### src/rtl/drv_burst_sched.sv
// Drive-clock burst sequencer: DRV2 square wave, H cycles per half-period, N high pulses; optional dead-time via DRV_DEADTIME_EN.
// Latency: first DRV2 rise H edges after start; done one cycle after the last fall.
// Backpressure: SYN1OUT freezes counting and toggling (stall + one resume cycle); abort returns to idle at once.
module drv_burst_sched #(
`ifdef DRV_DEADTIME_EN
    parameter int DT_CYC       = 4,
`endif
    parameter int CNT_W        = 16,
    parameter int NUM_W        = 16,
    parameter int DEFAULT_HALF = 51
) (
    input  logic             CLKIN,
    input  logic             Reset,
    input  logic             start,
    input  logic             abort,
    input  logic [CNT_W-1:0] half_period,
    input  logic [NUM_W-1:0] pulse_count,
    input  logic             SYN1OUT,
    output logic             DRV2,
`ifdef DRV_DEADTIME_EN
    output logic             DRV2_N,
`endif
    output logic             busy,
    output logic             held,
    output logic             done,
    output logic [NUM_W-1:0] pulses_left
);

    typedef enum logic [1:0] {
        IDLE = 2'd0,
        RUN  = 2'd1,
        HOLD = 2'd2,
        DONE = 2'd3
    } state_t;

    state_t           state_q, state_d;
    logic [CNT_W-1:0] cnt_q, cnt_d;
    logic [CNT_W-1:0] half_q, half_d;
    logic [NUM_W-1:0] left_q, left_d;
    logic             drv_q, drv_d;
    logic             toggle;
    logic             run_entry;

    always_ff @(posedge CLKIN or negedge Reset) begin
        if (!Reset) begin
            state_q <= IDLE;
            cnt_q   <= '0;
            half_q  <= '0;
            left_q  <= '0;
            drv_q   <= 1'b0;
        end else begin
            state_q <= state_d;
            cnt_q   <= cnt_d;
            half_q  <= half_d;
            left_q  <= left_d;
            drv_q   <= drv_d;
        end
    end

    always_comb begin
        state_d   = state_q;
        cnt_d     = cnt_q;
        half_d    = half_q;
        left_d    = left_q;
        drv_d     = drv_q;
        toggle    = 1'b0;
        run_entry = 1'b0;
        case (state_q)
            IDLE: begin
                if (start && !abort) begin
                    half_d = (half_period == '0) ? CNT_W'(DEFAULT_HALF) : half_period;
                    left_d = pulse_count;
                    cnt_d  = '0;
                    drv_d  = 1'b0;
                    if (pulse_count == '0) begin
                        state_d = DONE;
                    end else begin
                        state_d   = RUN;
                        run_entry = 1'b1;
                    end
                end
            end
            RUN: begin
                if (abort) begin
                    state_d = IDLE;
                    cnt_d   = '0;
                    left_d  = '0;
                    drv_d   = 1'b0;
                end else if (SYN1OUT) begin
                    state_d = HOLD;
                end else if (cnt_q == half_q - CNT_W'(1)) begin
                    cnt_d  = '0;
                    drv_d  = ~drv_q;
                    toggle = 1'b1;
                    // a pulse is only spent on its falling edge; the last one ends the burst
                    if (drv_q) begin
                        left_d = left_q - NUM_W'(1);
                        if (left_q == NUM_W'(1)) begin
                            state_d = DONE;
                        end
                    end
                end else begin
                    cnt_d = cnt_q + CNT_W'(1);
                end
            end
            HOLD: begin
                if (abort) begin
                    state_d = IDLE;
                    cnt_d   = '0;
                    left_d  = '0;
                    drv_d   = 1'b0;
                end else if (!SYN1OUT) begin
                    state_d = RUN;
                end
            end
            DONE: begin
                state_d = IDLE;
                cnt_d   = '0;
                left_d  = '0;
                drv_d   = 1'b0;
            end
            default: state_d = IDLE;
        endcase
    end

`ifdef DRV_DEADTIME_EN
    localparam int DT_W = (DT_CYC > 0) ? $clog2(DT_CYC + 1) : 1;

    logic [DT_W-1:0] dt_q, dt_d;

    always_ff @(posedge CLKIN or negedge Reset) begin
        if (!Reset) begin
            dt_q <= '0;
        end else begin
            dt_q <= dt_d;
        end
    end

    // reload wins over the countdown, so H <= DT_CYC keeps both outputs low all burst
    always_comb begin
        dt_d = dt_q;
        if (run_entry || toggle) begin
            dt_d = DT_W'(DT_CYC);
        end else if (state_q == RUN && dt_q != '0) begin
            dt_d = dt_q - DT_W'(1);
        end
    end

    assign DRV2   = drv_q & (dt_q == '0);
    assign DRV2_N = ~drv_q & (dt_q == '0) & ((state_q == RUN) || (state_q == HOLD));
`else
    assign DRV2 = drv_q;
`endif

    assign busy        = (state_q != IDLE);
    assign held        = (state_q == HOLD);
    assign done        = (state_q == DONE);
    assign pulses_left = left_q;

endmodule

### config.mk
export PLATFORM = sky130hd
export DESIGN_NAME = drv_burst_sched
export DESIGN_NICKNAME = d
export VERILOG_FILES = /design/src/rtl/drv_burst_sched.sv
export SDC_FILE = /design/constraint.sdc
export NUM_CORES = 1
export LEC_CHECK = 0
export ABC_AREA = 1
export CORE_UTILIZATION = 65
export CTS_BUF_LIST = sky130_fd_sc_hd__clkbuf_8
export DETAILED_ROUTE_END_ITERATION = 7
export DONT_BUFFER_PORTS = 1
export PLACE_DENSITY = 0.79
export SKIP_CTS_REPAIR_TIMING = 1
export SKIP_LAST_GASP = 1
export SYNTH_ARGS = -nofsm -noshare
export SYNTH_HDL_FRONTEND = slang
export SYNTH_SLANG_ARGS = --single-unit
### constraint.sdc
create_clock -name CLKIN -period 5.55 [get_ports CLKIN]
set_input_delay 1.11 -clock CLKIN [delete_from_list [all_inputs] [get_ports CLKIN]]
set_output_delay 1.11 -clock CLKIN [all_outputs]
set_load 0.02 [all_outputs]
==> results.json <==
{
  "cp-startpoint": "state_q[1]",
  "dp_slack_ns": 2.458,
  "fp.dieW_microns": 75.82,
  "ff2ff_setup_slack_ns": 2.64,
  "reg2reg_to": "half_q[0]",
  "antenna_found_initial": 0,
  "ctsLongestPathBuffers": 2,
  "crit_end": "half_q[0]",
  "hold_viol_final": 0,
  "cts_tree": "yes",
  "synth-xor-area-share_pct": 7.665,
  "dr.pass1.iters": 4,
  "critPathMaxStageDelay_ns": 0.59,
  "postRouteWirelength_microns": 8615,
  "first_global_vias": 3114,
  "synth_compound_area_share_pct": 8.336,
  "period_needed_ns": 2.906,
  "p_leak_nw": 1.779,
  "syn_inst": 514,
  "numPortBuffers": 0,
  "cp_slowest_cell": "nor2_2",
  "fmax_mhz": 344.2,
  "layout.nets": 548,
  "drt_iter0_drc": 232,
  "synth_top_family_by_area": "simple AND/OR/NAND/NOR gates",
  "cap_violations": 0,
  "yosys_warnings": 0,
  "setup-tns-final_ns": 0,
  "gp_congestion": 0.8798,
  "clk_pin_slew_worst_paths_ns": 0.10,
  "grt_pass1_wl_microns": 13470,
  "setup_violations": 0,
  "status": "complete, no violations",
  "cts.sinks": 51,
  "yosys_most_used_dff": "dfrtp_1",
  "fin_area_sq_um": 3677,
  "netlist_area_sq_um": 3542,
  "core.rowCount": 26,
  "cp_cell_sequence": "nor2_2 > inv_1 > nor3_4 > clkinv_1 > nor2_1 > a22oi_1",
  "synth_nets": 555,
  "synth_fa_ha_area_share_pct": 1.413,
  "startpoint_type": "register",
  "async_reset_ff_share_pct": 100.0,
  "cts_buffers": 5,
  "dp.final_hpwl_microns": 6176,
  "met3_usage_pct": 6.746,
  "fin_ws_ns": 2.644,
  "rsz0062_at_grt": "no",
  "endpoint_kind": "register",
  "arrival_ns": 3.10,
  "tightest_slew_ns": 0.7245,
  "grt_use_total_pct": 31.42,
  "busiest_layer": "met2",
  "start_util_pct": 68.48,
  "via_per_inst": 5.872,
  "antenna_cells": 0,
  "timing.rr.start": "state_q[1]",
  "ir_drop_mv": 0.2943,
  "clock-skew-final_ns": 0.01041,
  "cts_root_buf": "clkbuf_8",
  "met2_usage_pct": 57.42,
  "h-tree-depth": 2,
  "synth_mux_area_share_pct": 0,
  "synth_edf_count": 0,
  "slew_headroom_pct": 51.65,
  "grt_max_degree": 52,
  "grt_overflow_total": 0,
  "fin_crit_sh_pct": 52.35,
  "ff2ff_path_depth": 6,
  "hold_path.class": "input pin to asynchronous set/reset pin",
  "maxSlewViolCount": 0,
  "wl_per_cell_microns": 14.90,
  "yosysUniqueCellTypes": 35,
  "cp.required_ns": 5.74,
  "synth-simple-area-share_pct": 39.17,
  "synth.avg_cell_area_sq_um": 6.891,
  "use_met1_pct": 34.93,
  "insertion_delay_ns": 0.32,
  "synth_seq_cells": 51,
  "seq_area_frac_synth_pct": 36.03,
  "syn_to_final_growth_pct": 3.815,
  "vias": 3394,
  "final_util_pct": 71.09,
  "drc": 0,
  "ios": 57,
  "path_max_fanout": 18,
  "core_area_sq_um": 5172,
  "chipHeight_microns": 75.82,
  "drive_gt1_share_pct": 6.496,
  "ant_nets": 0,
  "powerDensity_nw_per_um2": 507.5,
  "die_area_sq_um": 5749,
  "dpl_cell_area_sq_um": 3560,
  "critical_path_class": "register to register"
}
==> synth_stat cells, drive strengths merged, types with 2 or more instances <==
library cell	n	area [sq um]
a21oi	15	75.07
nor2	63	271.5
xnor2	10	87.58
nand2	166	638.1
or2	2	12.51
buf	5	36.28
nand3b	2	15.01
nor3	6	41.29
xor2	21	183.9
nand4	24	150.1
nor4	11	68.82
ha	4	50.05
inv	50	187.7
o21ai	32	160.1
dfrtp	51	1276
a31oi	2	12.51
nand3	32	177.7
a22oi	4	30.03
clkbuf	9	33.78
==> report_power, final <==
group          internal [mW]  switching [mW]
logic                  0.289           0.579
registers              0.493           0.228
clock network          0.146           0.131
total                  0.928           0.938
==> cell families (layout without fill, tap and decap cells) <==
kind of cell / Yosys count / count (layout)
flops: 51 / 51
xor+xnor: 31 / 31
buf+inv: 65 / 59
compound gates: 55 / 55
fa+ha+maj: 4 / 4
simple gates: 308 / 308
==> per-stage QoR <==
step                instances  hold slack (ns)  power, mW
CTS                       578           0.4758      1.857
detailed placement        570           0.4929      1.575
floorplan                 514           0.4623      1.404
global placement          570           0.4862      1.542
finish                    578           0.4754      1.866
global route              578           0.4664      2.014
==> critical path, delay by kind of cell (launching register included) <==
family	cells	cell delay, ns
flops	1	0.43
buf+inv	2	0.90
compound gates	1	0.08
simple gates	3	1.36
==> worst min-delay path by stage <==
stage	start	endpoint	slack, ns
6_report	Reset	half_q[9]	0.48
5_1_grt	Reset	half_q[3]	0.47
4_1_cts	Reset	half_q[0]	0.48
3_5_place_dp	half_q[15]	half_q[15]	0.49
3_3_place_gp	half_q[15]	half_q[15]	0.49
2_1_floorplan	half_q[15]	half_q[15]	0.46
==> cells in the final DEF, fill, tap and decap left out, drive strengths merged, types with 4 or more instances in the layout <==
cell and n:
inv 50, dfrtp 51, nor2 63, clkbuf 6
nor4 11, nor3 6, o21ai 32, a22oi 4
a21oi 15, xnor2 10, xor2 21, nand4 24
nand3 32, nand2 166, ha 4
==> per-layer routing <==
metal / share of wire, % / vias to the layer above / wire length (microns)
li1: - / 1655 / -
met1: 41 / 1582 / 3504
met2: 51 / 132 / 4369
met3: 5.8 / 25 / 496
met4: 2.8 / 0 / 245
met5: 0 / - / 0
==> final cells by class <==
class,instances,area (sq um)
sequential,51,1276
clock inverter,2,35.03
multi-input combinational,398,2004
clock buffer,6,82.58
fill,406,1495
tap,70,87.58
inverter,51,191.4
==> registers in the layout (all words and copies together), names as in the netlist <==
signal	cells
cnt_q	16
DRV2	1
pulses_left	16
half_q	16
state_q	2
Power figures use the tool's default switching activity.
